## src/rtl/round_ctrl_pkg.sv

```systemverilog
// Shared constants, FSM encoding and gesture helpers for the round controller.
package round_ctrl_pkg;

    localparam logic [1:0] ROCK     = 2'd0;
    localparam logic [1:0] SCISSORS = 2'd1;
    localparam logic [1:0] PAPER    = 2'd2;

    localparam logic [3:0] KEY_NONE = 4'h0;

    typedef enum logic [1:0] {
        ST_IDLE   = 2'd0,
        ST_REVEAL = 2'd1,
        ST_HOLD   = 2'd2,
        ST_LOCK   = 2'd3
    } state_t;

    // True when exactly one button of a player's {paper, scissors, rock} set is high.
    function automatic logic is_single(input logic [2:0] btn);
        return (btn == 3'b001) || (btn == 3'b010) || (btn == 3'b100);
    endfunction

    function automatic logic [1:0] btn_idx(input logic [2:0] btn);
        logic [1:0] idx;
        case (btn)
            3'b010:  idx = SCISSORS;
            3'b100:  idx = PAPER;
            default: idx = ROCK;
        endcase
        return idx;
    endfunction

    // Round code handed to the scorer: 3*A + B + 1, always in 1..9.
    function automatic logic [3:0] round_key(input logic [1:0] a_idx, input logic [1:0] b_idx);
        return ({2'b00, a_idx} * 4'd3) + {2'b00, b_idx} + 4'd1;
    endfunction

endpackage

```

## src/rtl/round_ctrl_debounce.sv

```systemverilog
// Two-flop synchroniser followed by a down-counting debouncer for one raw button.
module debounce #(
    parameter logic [15:0] DEB_CNT = 16'd50000
) (
    input  logic clk,
    input  logic rst,
    input  logic din,
    output logic dout
);

    logic        meta;
    logic        sync;
    logic [15:0] cnt;

    // The counter reloads whenever the synchronised sample agrees with the
    // accepted level, so the level only moves after DEB_CNT disagreeing samples in a row.
    always_ff @(posedge clk or negedge rst) begin
        if (!rst) begin
            meta <= 1'b0;
            sync <= 1'b0;
            dout <= 1'b0;
            cnt  <= 16'd0;
        end else begin
            meta <= din;
            sync <= meta;
            if (sync == dout) begin
                cnt <= DEB_CNT - 16'd1;
            end else if (cnt == 16'd0) begin
                dout <= sync;
                cnt  <= DEB_CNT - 16'd1;
            end else begin
                cnt <= cnt - 16'd1;
            end
        end
    end

endmodule

```

## src/rtl/round_ctrl.sv

```systemverilog
// Round controller: captures one throw per player, pulses start with the
// round code, waits for all buttons to be released, and parks once the match ends.
//
//   state     | meaning
//   ----------+-----------------------------------------------
//   ST_IDLE   | capturing throws, key = none
//   ST_REVEAL | one-cycle start pulse, key valid
//   ST_HOLD   | key held until every button is released
//   ST_LOCK   | match over, only reset leaves
module round_ctrl
    import round_ctrl_pkg::*;
#(
    parameter logic [15:0] DEB_CNT = 16'd50000
) (
    input  logic       clk,
    input  logic       rst,
    input  logic [2:0] btn_a,
    input  logic [2:0] btn_b,
    input  logic [1:0] game_over,
    output logic [3:0] key,
    output logic       start,
    output logic       a_locked,
    output logic       b_locked
);

    logic [5:0] btn_all;
    logic [5:0] deb_all;
    logic [2:0] deb_a;
    logic [2:0] deb_b;

    state_t     state, state_n;
    logic       a_locked_n, b_locked_n;
    logic [1:0] a_idx, a_idx_n;
    logic [1:0] b_idx, b_idx_n;

    assign btn_all = {btn_b, btn_a};
    assign deb_a   = deb_all[2:0];
    assign deb_b   = deb_all[5:3];

    for (genvar g = 0; g < 6; g++) begin : g_deb
        debounce #(.DEB_CNT(DEB_CNT)) u_deb (
            .clk  (clk),
            .rst  (rst),
            .din  (btn_all[g]),
            .dout (deb_all[g])
        );
    end

    // State, lock flags and captured indices.
    always_ff @(posedge clk or negedge rst) begin
        if (!rst) begin
            state    <= ST_IDLE;
            a_locked <= 1'b0;
            b_locked <= 1'b0;
            a_idx    <= ROCK;
            b_idx    <= ROCK;
        end else begin
            state    <= state_n;
            a_locked <= a_locked_n;
            b_locked <= b_locked_n;
            a_idx    <= a_idx_n;
            b_idx    <= b_idx_n;
        end
    end

    // Next-state, capture and output decode; key and start come straight from
    // the state so reset clears them without waiting for a clock.
    always_comb begin
        state_n    = state;
        a_locked_n = a_locked;
        b_locked_n = b_locked;
        a_idx_n    = a_idx;
        b_idx_n    = b_idx;
        start      = 1'b0;
        key        = KEY_NONE;
        case (state)
            ST_IDLE: begin
                if (game_over != 2'b00) begin
                    state_n    = ST_LOCK;
                    a_locked_n = 1'b0;
                    b_locked_n = 1'b0;
                end else begin
                    if (!a_locked && is_single(deb_a)) begin
                        a_locked_n = 1'b1;
                        a_idx_n    = btn_idx(deb_a);
                    end
                    if (!b_locked && is_single(deb_b)) begin
                        b_locked_n = 1'b1;
                        b_idx_n    = btn_idx(deb_b);
                    end
                    if (a_locked_n && b_locked_n) begin
                        state_n = ST_REVEAL;
                    end
                end
            end
            ST_REVEAL: begin
                start   = 1'b1;
                key     = round_key(a_idx, b_idx);
                state_n = ST_HOLD;
            end
            ST_HOLD: begin
                key = round_key(a_idx, b_idx);
                if (game_over != 2'b00) begin
                    state_n    = ST_LOCK;
                    a_locked_n = 1'b0;
                    b_locked_n = 1'b0;
                end else if (deb_all == 6'b000000) begin
                    state_n    = ST_IDLE;
                    a_locked_n = 1'b0;
                    b_locked_n = 1'b0;
                end
            end
            ST_LOCK: begin
                a_locked_n = 1'b0;
                b_locked_n = 1'b0;
            end
            default: begin
                state_n = ST_IDLE;
            end
        endcase
    end

endmodule

```

## config.mk

```make
export PLATFORM = sky130hd
export DESIGN_NAME = round_ctrl
export DESIGN_NICKNAME = d
export VERILOG_FILES = /design/src/rtl/round_ctrl_pkg.sv /design/src/rtl/round_ctrl_debounce.sv /design/src/rtl/round_ctrl.sv
export SDC_FILE = /design/constraint.sdc
export NUM_CORES = 1
export LEC_CHECK = 0
export BUFFER_PORTS_ARGS = -buffer_cell sky130_fd_sc_hd__buf_2
export CORE_MARGIN = 2
export CORE_UTILIZATION = 40
export CTS_BUF_LIST = sky130_fd_sc_hd__clkbuf_4 sky130_fd_sc_hd__clkbuf_8 sky130_fd_sc_hd__clkbuf_16
export DETAILED_ROUTE_END_ITERATION = 6
export PLACE_DENSITY = 0.66
export SETUP_SLACK_MARGIN = 0.3
export SYNTH_ARGS = -nofsm -noshare
export SYNTH_HDL_FRONTEND = slang
export SYNTH_SLANG_ARGS = --single-unit
export TNS_END_PERCENT = 5
```

## constraint.sdc

```tcl
create_clock -name clk -period 4.2 [get_ports clk]
set_clock_uncertainty 0.05 [all_clocks]
set_input_delay 0.42 -clock clk [delete_from_list [all_inputs] [get_ports clk]]
set_output_delay 0.42 -clock clk [all_outputs]
set_load 0.03 [all_outputs]
```

; Word level (Yosys, flattened, before mapping)
; Index checks and enable logic that the tools add are counted.
[op_classes]
add_sub_neg = 8
n_bitwise = 7
n_reduce_logical = 31
n_eq_ne = 17
muxes = 33
n_mul = 1
[op_table]
columns = cell, n
row1 = $mux 16, 12
row2 = $logic_not 16->1, 6
row3 = $sub 16x1->16 const B, 6
row4 = $reduce_and 2->1, 7
row5 = $mux 1, 11
row6 = $reduce_and 3->1, 3
row7 = $mux 2, 4
row8 = $pmux 2 s2, 2
row9 = $not 1->1, 7
row10 = $eq 1x1->1, 6
row11 = $eq 3x1->1 const B, 2
row12 = $eq 3x2->1 const B, 2
row13 = $eq 3x3->1 const B, 2
row14 = $logic_not 6->1, 1
row15 = $ne 3x3->1 const B, 2
row16 = $pmux 1 s3, 2
row17 = $pmux 2 s3, 1
row18 = $reduce_bool 3->1, 2
row19 = $add 4x1->4 const B, 1
row20 = $add 4x2->4, 1
row21 = $eq 2x2->1 const B, 2
row22 = $logic_or 1x1->1, 4
row23 = $mul 2x2->4 const B, 1
row24 = $mux 4, 1
row25 = 6 further kinds, 9
[word_totals]
word_cells = 126
inputBits = 10
output_inout_bits = 7
regBits = 122

; Logic depth before layout (Yosys ltp)
[logic_depth]
word_depth = 11
ltp_mapped = 7
ltp_nobuf = 7

; Hierarchy
; A second synthesis with hierarchy kept.
[hier_totals]
hier_cells = 566
hier_area_um2 = 6182.2
[by_module_without_submodules]
columns = mod, seq_area_each_um2, cells_each, instances, area_each_um2
row1 = debounce, 475.5, 82, 6, 918.4
row2 = round_ctrl, 200.2, 74, 1, 671.9

; Least setup slack after synthesis
; No wires, ideal clock.
[synth_path]
kind = reg2out
startpoint = register a_idx[0]
endpoint = output key[1]
arrival_time_ps = 1902
path_buffers = 0
path_slack_ps = 1828
stages_incl_launch_ff = 5
cell_sequence = dfrtp_1 fa_1 inv_1 fa_1 nor2b_1
[synth_between]
elab_chain_cells = 4
[synth_rtl]
columns = element, line
row1 = from (decl), round_ctrl.sv:33  ; logic [1:0] a_idx, a_idx_n;
row2 = from (signal assigned), round_ctrl.sv:61  ; a_idx <= a_idx_n;
row3 = $mul 2x2->4, round_ctrl_pkg.sv:34  ; return ({2'b00, a_idx} * 4'd3) + {2'b00, b_idx} + 4'd1;
row4 = $add 4x2->4, round_ctrl_pkg.sv:34
row5 = $add 4x1->4, round_ctrl_pkg.sv:34
row6 = $mux 4, -
row7 = to (decl), round_ctrl.sv:20  ; output logic [3:0] key,
; Every way passes these cells.

; Worst setup path after layout
[layout_path]
startpoint = register a_idx[0]
endpoint = output key[2]
; Same word-level chain as after synthesis.

==> results.toml <==
[yosys]
ys.flop_type = "dfrtp_1"
avgSynthCellArea_um2 = 10.2
synth_area_leaders = "dfrtp_1 (53%), xnor2_1 (7.4%), nor2_1 (5.4%), nand2_1 (4.4%), ha_1 (4.1%)"
synth_seq_area_share_pct = 52.9
ys_warn_count = 0
syn_nets = 598
netlist.area_leader.share_pct = 52.9
async_reset_ff_share_pct = 100
syn_inst = 567
yosysTopAreaCell = "dfrtp_1"
syn-cell-area_um2 = 5770
synth_cell_types = 44
ys_ff_latch = 122
synth-edff-count = 0

[clocking]
cts_made_buffers = 17
clkSinkCount = 122
clk_pin_slew_worst_paths_ns = 0.05
tritoncts = "yes"
insertion_delay_ns = 0.41
post_cts_buffers = 0
cts_root_buf = "clkbuf_16"
htreeDepth = 4
cts_resized = 0
ctsHoldBuffers = 0
clk_path_buf_depth = 2

[die]
ios = 17
start_util_pct = 41.2
coreArea_um2 = 14000
rows = 43
die_area_um2 = 15400
die_w_um = 124
die_height_um = 124

[pwr]
report.power.total_mw = 2.94
powerDensity_nw_per_um2 = 446
ir_worst_vdd_v = 0.000307
p_leak_nw = 2.74

[detailed_routing]
drc = 0
met2_length_um = 5280
first_pass_iters = 6
drtIter0Drc = 239
wl_um = 10500
wl_met3_um = 405
dr_total_vias = 3987
topRoutingLayerUsed = "met4"
ant_nets = 0
wl_met1_um = 4770
wire_per_inst_um = 13.5
detail_route.vias_per_cell = 5.11

[worst_setup_path]
crit_required_ns = 3.73
cp_common_cell = "fa_1"
critPathArrivalTime_ns = 2.33
cp_max_fo = 4
crit_type = "flop to primary output"
end_kind = "primary output"
startpoint_type = "flop"
slowest_stage = "fa_1"
cp_slowest_stage_delay_ns = 0.57
path_cells = "fa_1 > inv_1 > fa_1 > xnor2_1 > and2_1 > buf_2"

[sta]
fin_crit_ns = 2.80
hold_viol_final = 0
rsz0062_at_grt = "false"
finalCritPeriodShare_pct = 66.8
setup_violations = 0
fmax_mhz = 357
tightest_slew_ns = 0.670
whs_ns = 0.0126
setup-tns-final_ns = 0
slew-limit-headroom_pct = 54.2
drv_slew = 0

[finish]
syn_to_final_growth_pct = 14.3
nets = 621
final_area_um2 = 6590
drive_above_1_share_pct = 9.83
antenna_cells = 0

[min_path]
hp-class = "input port to async pin"

[global_routing]
antenna_found_initial = 0
grt_overflow = 0
grt_start_max_net_pins = 55
grt_pass1_wl_um = 18600
grt_pass1_vias = 4103
track_usage_pct = 15.7

[outcome]
run_status = "finished, final reports clean"

[place]
gp_congestion = 0.773
dp_hpwl_um = 7260
portBuffers = 16
placed_area_um2 = 6020

[flow_run]
cap_violations = 0
routing by layer:
layer | track usage (%) | vias up
met3 | 5.08 | 8
met1 | 18.3 | 1963
met2 | 27.1 | 43
li1 | - | 1973
met5 | 0 | -
met4 | 5.48 | 0
sequential cells by signal, indices dropped and copies added, names as in the netlist:
name              count
a_idx                 2
a_locked              1
b_idx                 2
b_locked              1
g_deb.u_deb.cnt      96
g_deb.u_deb.dout      6
g_deb.u_deb.meta      6
g_deb.u_deb.sync      6
state                 2
stage by stage:
stage / setup slack, ns / std cells / utilization (%)
3_5_place_dp: 1.81 / 751 / 43.1
5_1_grt: 1.24 / 780 / 47.1
6_report: 1.40 / 780 / 47.1
3_3_place_gp: 1.83 / 751 / 43.1
4_1_cts: 1.36 / 780 / 47.1
2_1_floorplan: 1.83 / 567 / -
final timing paths:
path | from | cells past startpoint | end | slack [ns]
max in group asynchronous | rst | 2 | g_deb[4].u_deb.cnt[15] | 3.18
hold / removal | rst | 1 | g_deb[5].u_deb.cnt[10] | 0.01
min in group clk | btn_a[2] | 1 | g_deb[2].u_deb.meta | 0.06
hold reg to reg | g_deb[0].u_deb.meta | 0 | g_deb[0].u_deb.sync | 0.30
setup / recovery | a_idx[0] | 6 | key[2] | 1.40
setup reg to reg | state[0] | 7 | state[0] | 2.08
synthesized netlist by cell type (9+ instances only):
cell type and n:
xor2_1 27, inv_1 21, nor3_1 13, nor2_1 83, a21oi_1 17, ha_1 19, nand2_1 68, dfrtp_1 122
o31ai_1 9, xnor2_1 49, o21ai_0 11, nand3_1 18, nor4_1 26
cells by family (layout without fill, tap and decap cells):
group                    Yosys count  in the layout  synth area share, %
AND/OR/NAND/NOR                  253            253                 21.0
flip-flops                       122            122                 52.9
XOR/XNOR                          76             76                 11.5
AO/OA/AOI/OAI                     53             53                 5.88
buffers and inverters             35             68                 2.52
adder cells (fa/ha/maj)           21             21                 4.82
multiplexers                       7              7                 1.34
worst max-delay path, delay by kind of cell (launching register included):
| family | cells | cell delay, ns |
|---|---|---|
| buf+inv | 2 | 0.25 |
| fa+ha+maj | 2 | 0.97 |
| flops | 1 | 0.43 |
| simple gates | 1 | 0.13 |
| xor+xnor | 1 | 0.15 |
power by group:
part	leakage, nW	internal (mW)	switching (mW)	total (mW)
Combinational	1.07	0.108	0.204	0.312
Sequential	1.40	1.21	0.0253	1.23
Clock	0.274	0.902	0.489	1.39
final cells by class:
| type | count | area (um^2) |
|---|---|---|
| Tap cell | 180 | 225 |
| Clock inverter | 8 | 97.6 |
| Multi-Input combinational cell | 410 | 2570 |
| Fill cell | 1291 | 7400 |
| Timing Repair Buffer | 18 | 97.6 |
| Clock buffer | 21 | 468 |
| Inverter | 21 | 78.8 |
| Sequential cell | 122 | 3050 |
cells in the final DEF, fill, tap and decap left out, types with 7 or more instances in the layout:
cell / count
dfrtp_1: 122
nor2_1: 83
nand2_1: 68
xnor2_1: 49
xor2_1: 27
nor4_1: 26
inv_1: 21
ha_1: 19
nand3_1: 18
a21oi_1: 17
clkbuf_16: 17
buf_2: 15
nor3_1: 13
o21ai_0: 11
o31ai_1: 9
nand2b_1: 8
and3_1: 8
nor2b_1: 7
Note: power is estimated with default switching activity, not from simulation.
